===== src/rtl/disp_pkg.sv =====
// Shared constants for the memory-mapped seven-segment display peripheral:
// register offsets, CTRL bit layout and the active-low hex segment table.
package disp_pkg;

   localparam logic [31:0] DATA_OFFSET = 32'd0;
   localparam logic [31:0] CTRL_OFFSET = 32'd4;
   localparam int          CTRL_EN_BIT = 0;

   localparam logic [6:0] SEG_BLANK = 7'h7F;

   // Entry n is the active-low {g,f,e,d,c,b,a} pattern for hex digit n.
   localparam logic [15:0][6:0] SEG_CODES = {
      7'h0E, 7'h06, 7'h21, 7'h46, 7'h03, 7'h08, 7'h10, 7'h00,
      7'h78, 7'h02, 7'h12, 7'h19, 7'h30, 7'h24, 7'h79, 7'h40
   };

endpackage


===== src/rtl/mmio_display_ctrl_if.sv =====
// Data-memory bus slice seen by the display peripheral: the CPU is the master,
// the peripheral answers reads one cycle later.
interface mmio_display_ctrl_if;

   logic [31:0] addr;
   logic [31:0] wdata;
   logic        wen;
   logic [3:0]  be;
   logic        ren;
   logic [31:0] rdata;
   logic        rvalid;

   modport master (
      output addr, wdata, wen, be, ren,
      input  rdata, rvalid
   );

   modport slave (
      input  addr, wdata, wen, be, ren,
      output rdata, rvalid
   );

endinterface


===== src/rtl/seg7_encode.sv =====
// Nibble to active-low seven-segment code, with a blank override.
module seg7_encode
   import disp_pkg::*;
(
   input  logic [3:0] nibble,
   input  logic       blank,
   output logic [6:0] seg_n
);

   assign seg_n = blank ? SEG_BLANK : SEG_CODES[nibble];

endmodule


===== src/rtl/mmio_display_ctrl.sv =====
// Seven-segment display peripheral: DATA/CTRL registers, per-digit static outputs
// and a common-anode scan. Define DISP_LZ_BLANK_EN to compile in leading-zero blanking.
module mmio_display_ctrl
   import disp_pkg::*;
#(
   parameter logic [31:0] BASE_ADDR  = 32'h8000_0064,
   parameter logic [31:0] ALIAS_ADDR = 32'h8000_0000,
   parameter int          N_DIGITS   = 8,
   parameter int          SCAN_DIV   = 1024
) (
   input  logic                  clk,
   input  logic                  rst_n,
   mmio_display_ctrl_if.slave    bus,
   output logic [6:0]            seg_n,
   output logic [N_DIGITS-1:0]   dig_n,
   output logic [N_DIGITS*7-1:0] seg_static
);

   localparam int CNT_W = $clog2(SCAN_DIV);
   localparam int IDX_W = (N_DIGITS > 1) ? $clog2(N_DIGITS) : 1;

   logic [31:0]         data_q;
   logic                ctrl_en;
   logic [CNT_W-1:0]    scan_cnt;
   logic [IDX_W-1:0]    scan_idx;
   logic [N_DIGITS-1:0] digit_blank;
   logic                data_hit;
   logic                ctrl_hit;

   assign data_hit = (bus.addr == BASE_ADDR + DATA_OFFSET) || (bus.addr == ALIAS_ADDR);
   assign ctrl_hit = (bus.addr == BASE_ADDR + CTRL_OFFSET);

   always_ff @(posedge clk or negedge rst_n) begin
      if (!rst_n) begin
         data_q  <= '0;
         ctrl_en <= 1'b1;
      end else if (bus.wen) begin
         if (data_hit) begin
            for (int k = 0; k < 4; k++) begin
               if (bus.be[k]) data_q[8*k +: 8] <= bus.wdata[8*k +: 8];
            end
         end
         if (ctrl_hit && bus.be[0]) ctrl_en <= bus.wdata[CTRL_EN_BIT];
      end
   end

   // Reads sample the registers before any same-cycle write lands.
   always_ff @(posedge clk or negedge rst_n) begin
      if (!rst_n) begin
         bus.rdata  <= '0;
         bus.rvalid <= 1'b0;
      end else begin
         bus.rvalid <= bus.ren;
         if (bus.ren) begin
            if (data_hit)      bus.rdata <= data_q;
            else if (ctrl_hit) bus.rdata <= 32'(ctrl_en) << CTRL_EN_BIT;
            else               bus.rdata <= '0;
         end
      end
   end

   // While disabled the scan parks on digit 0 so re-enabling starts a fresh period.
   always_ff @(posedge clk or negedge rst_n) begin
      if (!rst_n) begin
         scan_cnt <= '0;
         scan_idx <= '0;
      end else if (!ctrl_en) begin
         scan_cnt <= '0;
         scan_idx <= '0;
      end else if (scan_cnt == CNT_W'(SCAN_DIV - 1)) begin
         scan_cnt <= '0;
         scan_idx <= (scan_idx == IDX_W'(N_DIGITS - 1)) ? '0 : scan_idx + 1'b1;
      end else begin
         scan_cnt <= scan_cnt + 1'b1;
      end
   end

   for (genvar g = 0; g < N_DIGITS; g++) begin : g_digit
`ifdef DISP_LZ_BLANK_EN
      if (g == 0) begin : g_first
         assign digit_blank[g] = !ctrl_en;
      end else begin : g_upper
         assign digit_blank[g] = !ctrl_en || (data_q[4*N_DIGITS-1:4*g] == '0);
      end
`else
      assign digit_blank[g] = !ctrl_en;
`endif
      seg7_encode u_enc (
         .nibble (data_q[4*g +: 4]),
         .blank  (digit_blank[g]),
         .seg_n  (seg_static[7*g +: 7])
      );
   end

   always_comb begin
      seg_n = SEG_BLANK;
      dig_n = '1;
      for (int i = 0; i < N_DIGITS; i++) begin
         if (int'(scan_idx) == i) begin
            seg_n = seg_static[7*i +: 7];
            if (ctrl_en) dig_n[i] = 1'b0;
         end
      end
   end

endmodule


===== src/flat_wrapper.sv =====
// flat-port wrapper written by rule: the top's interface ports become plain ports
module mmio_display_ctrl_flat import disp_pkg::*;
#(
   parameter logic [31:0] BASE_ADDR  = 32'h8000_0064,
   parameter logic [31:0] ALIAS_ADDR = 32'h8000_0000,
   parameter int          N_DIGITS   = 8,
   parameter int          SCAN_DIV   = 1024
)
  (clk, rst_n, seg_n, dig_n, seg_static, bus_addr, bus_wdata, bus_wen, bus_be, bus_ren, bus_rdata, bus_rvalid);
  mmio_display_ctrl_if bus_i ();
  input  logic clk;
  input  logic rst_n;
  output logic [6:0] seg_n;
  output logic [N_DIGITS-1:0] dig_n;
  output logic [N_DIGITS*7-1:0] seg_static;
  input wire logic [$bits(bus_i.addr)-1:0] bus_addr;
  input wire logic [$bits(bus_i.wdata)-1:0] bus_wdata;
  input wire logic [$bits(bus_i.wen)-1:0] bus_wen;
  input wire logic [$bits(bus_i.be)-1:0] bus_be;
  input wire logic [$bits(bus_i.ren)-1:0] bus_ren;
  output wire logic [$bits(bus_i.rdata)-1:0] bus_rdata;
  output wire logic [$bits(bus_i.rvalid)-1:0] bus_rvalid;
  assign bus_i.addr = bus_addr;
  assign bus_i.wdata = bus_wdata;
  assign bus_i.wen = bus_wen;
  assign bus_i.be = bus_be;
  assign bus_i.ren = bus_ren;
  assign bus_rdata = bus_i.rdata;
  assign bus_rvalid = bus_i.rvalid;
  mmio_display_ctrl #(.BASE_ADDR(BASE_ADDR), .ALIAS_ADDR(ALIAS_ADDR), .N_DIGITS(N_DIGITS), .SCAN_DIV(SCAN_DIV)) u_core (.clk(clk), .rst_n(rst_n), .bus(bus_i), .seg_n(seg_n), .dig_n(dig_n), .seg_static(seg_static));
endmodule

===== config.mk =====
export PLATFORM = sky130hd
export DESIGN_NAME = mmio_display_ctrl_flat
export DESIGN_NICKNAME = d
export VERILOG_FILES = /design/src/rtl/disp_pkg.sv /design/src/rtl/mmio_display_ctrl_if.sv /design/src/rtl/seg7_encode.sv /design/src/rtl/mmio_display_ctrl.sv /design/src/flat_wrapper.sv
export SDC_FILE = /design/constraint.sdc
export NUM_CORES = 1
export LEC_CHECK = 0
export ABC_AREA = 1
export CORE_AREA = 2 2 121 123
export CTS_CLUSTER_SIZE = 25
export DETAILED_ROUTE_END_ITERATION = 16
export DIE_AREA = 0 0 123 125
export PLACE_DENSITY = 0.75
export SETUP_SLACK_MARGIN = 0.5
export SLEW_MARGIN = 20
export SYNTH_ARGS = -nofsm -noshare
export SYNTH_HDL_FRONTEND = slang
export SYNTH_SLANG_ARGS = --single-unit

===== constraint.sdc =====
create_clock -name clk -period 5.3 [get_ports clk]
set_clock_uncertainty 0.1 [all_clocks]
set_input_delay 0.53 -clock clk [delete_from_list [all_inputs] [get_ports clk]]
set_output_delay 0.53 -clock clk [all_outputs]
set_load 0.05 [all_outputs]

==> summary.md <==
| Metric | Value |
|---|---|
| Hold Crit Class | in2async |
| Most used flip-flop cell after synthesis | dfrtp_1 |
| First-pass GRT wire length | 29000 um |
| Gate power share | 0.066 |
| Post-Route Utilization | 0.579 |
| Number of antenna violations at the first check in global routing | 0 |
| Clock Tree Root | clkbuf_16 |
| Number of cells in the finished layout apart from fillers | between 1000 and 1500 |
| Die X-Extent | 123 um |
| Cell area after technology mapping | 6180 um^2 |
| Wire length per cell after detailed routing | 14.8 um |
| Buf/Inv on CP | 4 |
| Largest net degree at the start of global routing | 80 |
| Final sum of negative setup slack | 0 ps |
| Drt first-iter violations | 570 |
| Clock share of power | 0.460 |
| Distinct cell type count after synthesis | 33 |
| Resized cells post-CTS | 0 |
| RSZ-0062 raised after global routing | no |
| Total routed wirelength | 18100 um |
| RePlAce Congestion | about 0.93 |
| Mapped Avg Cell Area | 6.91 um^2 |
| Peak per-stage delay on the critical path | 700 ps |
| CTS tree | built |
| DRC violation count after routing | 0 |
| Area growth from synthesis to layout | 33.2% |
| Maximum ir drop on the vdd rail | 166 uV |
| Achievable frequency | between 200 and 300 MHz |
| Hold Slack | ~120 ps |
| Top Family by Delay on Critical Path | simple AND/OR/NAND/NOR gates |
| Synth async-reset ratio | 1.00 |
| Internal power | ~0.97 mW |
| Fraction of power spent switching nets | 0.236 |
| Switching component of the power | roughly 0.30 mW |
| Post-layout power | 1.27 mW |
| Transition time of the tightest slew-check pin | just over 1000 ps |
| Final Worst Setup Slack | about 1300 ps |
| Critical path peak fanout | 7 |
| Final Hold Vio Count | 0 |
| Die area | roughly 15000 um^2 |
| Row cnt | 44 |
| Cell at the slowest stage of the critical path | clkdlybuf4s50_1 |
| Chain of cells forming the critical path | inv_1 -> ha_1 -> inv_1 -> nor3_1 -> inv_1 -> o21ai_0 -> nand2_1 -> nand2_1 -> nand2_1 -> nand2_1 -> nand2_1 -> nand2_1 -> a21oi_1 -> clkdlybuf4s50_1 |
| Number of clock sinks seen by CTS | ~80 |
| Number of detailed-routing iterations run before antenna repair | 6 |
| Layout cell share with drive strength beyond 1 | 0.0288 |
| Flop and latch count out of synthesis | 79 |
| Cell seen most often among critical-path stages | nand2_1 |
| Post-synthesis sequential area ratio | 0.320 |
| Total overflow reported by the global router | 0 |
| Largest area contributor in the synthesized netlist | dfrtp_1 |
| Worst setup EP type | output port |
| Most instantiated cells after synthesis | nand2_1, nand3_1, inv_1 |
| Total power per unit cell area | roughly 150 nW/um^2 |
| Most frequently used cell type in the post-synthesis netlist | nand2_1 |
| Slew Viols, Final | 0 |
| Buffers inserted during post-CTS setup optimization | 0 |
| LEAKAGE | slightly below 4 nW |
| Number of flops mapped to enable cells by yosys | 0 |
| Min Clock Period, post-route | 4000 ps |
| Floorplan Core Area | 14200 um^2 |
| Overall Global Routing Usage | 0.237 |
| Effective utilization at floorplan | 0.435 |
| Worst slew margin relative to its limit | 0.321 |
| Final worst-path cycle share | 0.755 |
| Data arrival time of the worst path | between 3000 and 4000 ps |
| Final ANT Viol Nets | 0 |
| HPWL reported at the end of detailed placement | around 14000 um |
| TritonCTS buffer count | 9 |
| Number of nets in the final layout | roughly 1200 |
| Design area | 8220 um^2 |
| Placement-stage worst setup slack | 1720 ps |
| Synthesized instance count | roughly 890 |
| Insertion delay to the later sink of the worst-skew pair | 340 ps |
| CTS HTree Levels | 3 |
| Count of buffers from port buffering | 175 |
| Classification of the worst setup path | reg2out |
| Startpoint types | flop |
| Sequential group share of total power | 0.474 |
| # setup viols final | 0 |
| Number of buffers added to fix hold violations after cts | 0 |
| Antenna cells | 0 |
| Maximum root-to-sink buffer count | 2 |
| Data required time at the worst endpoint | 4670 ps |
| Net count after synthesis | 1024 |
| Vias in the first global route | roughly 5900 |
| Fraction of post-synthesis cell area in the top cell type by area | 0.316 |
| Top post-synthesis cells by area | dfrtp_1, nand2_1, ha_1, nand3_1, inv_1 |
| Yosys Warn Count | 0 |
| I/O pin count | about 180 |
| Cell count after placement | 1209 |
| Total of max-cap violations | 0 |
| Clock transition at the registers of the reported paths | 70 ps |
| Run status | complete, no violations |
| Height of the chip | 125 um |
| Vias per Instance | 5.27 |
| Total number of vias | 6458 |
| Total placed instance area | 7950 um^2 |
==> routing by layer <==
layer / share of wire / GRT usage / routed length, um
met1: 0.45 / 0.324 / 8110
met3: 0.062 / 0.0379 / 1110
met2: 0.47 / 0.376 / 8410
met5: 0 / 0 / 0
met4: 0.025 / 0.0889 / 453
==> registers in the layout, summed over array words and instances, names as in the netlist <==
name and flops:
u_core.scan_idx 3, u_core.bus.rdata 32, u_core.scan_cnt 10, u_core.bus.rvalid 1
u_core.ctrl_en 1, u_core.data_q 32
==> path summary, 6_finish.rpt <==
| check | from | to | cells after the start | slack [ps] |
|---|---|---|---|---|
| worst max-delay path | u_core.scan_idx[0] | seg_n[2] | 14 | 1300 |
| worst min-delay path | rst_n | u_core.bus.rdata[5] | 1 | 120 |
| worst max register to register | u_core.scan_cnt[0] | u_core.scan_idx[2] | 12 | 3320 |
| worst min register to register | u_core.scan_cnt[0] | u_core.scan_cnt[0] | 1 | 360 |
| max in group asynchronous | rst_n | u_core.data_q[18] | 1 | 4490 |
| min in group clk | u_core.scan_cnt[0] | u_core.scan_cnt[0] | 1 | 360 |
==> layout by cell type (no fill, tap or decap), drive strengths merged, types with 3 or more instances in the layout <==
cell type      instances
o31ai                 33
o2111ai                4
o311ai                 3
o211ai                10
dfrtp                 78
clkbuf                10
clkinv                 7
inv                   95
nand4                 18
nand2                282
nor3                  16
nor2                  53
a31oi                  5
clkdlybuf4s50        174
nand3                105
ha                    58
o21ai                 35
a21oi                 39
==> worst register-to-register path, delay by kind of cell (launching register included) <==
family | cells | cell delay [ps]
AND/OR/NAND/NOR | 8 | 950
flip-flops | 1 | 370
buffers and inverters | 2 | 210
adder cells (fa/ha/maj) | 1 | 170
AO/OA/AOI/OAI | 1 | 70
==> cell families after synthesis <==
logic type | after synthesis | share of synthesized area
XOR/XNOR | 1 | 0.00142
flip-flops | 79 | 0.320
adder cells (fa/ha/maj) | 58 | 0.118
AO/OA/AOI/OAI | 131 | 0.130
AND/OR/NAND/NOR | 483 | 0.337
buffers and inverters | 142 | 0.0938
==> cell type report <==
type	count	area, um^2
clock buffer	10	229
inverter	97	364
tap	184	230
fill	1339	5980
multi-input combinational	673	3620
clock inverter	6	43.8
sequential	79	1980
timing repair buffer	176	1760
==> power groups by stage <==
stage	Combinational, mW	Sequential [mW]	Clock [mW]
6_report	0.0844	0.603	0.585
5_1_grt	0.0931	0.603	0.618
4_1_cts	0.0860	0.603	0.594
3_5_place_dp	0.0854	0.615	0
3_3_place_gp	0.0852	0.615	0
2_1_floorplan	0.0157	0.616	0
Note: power is estimated with default switching activity, not from simulation.
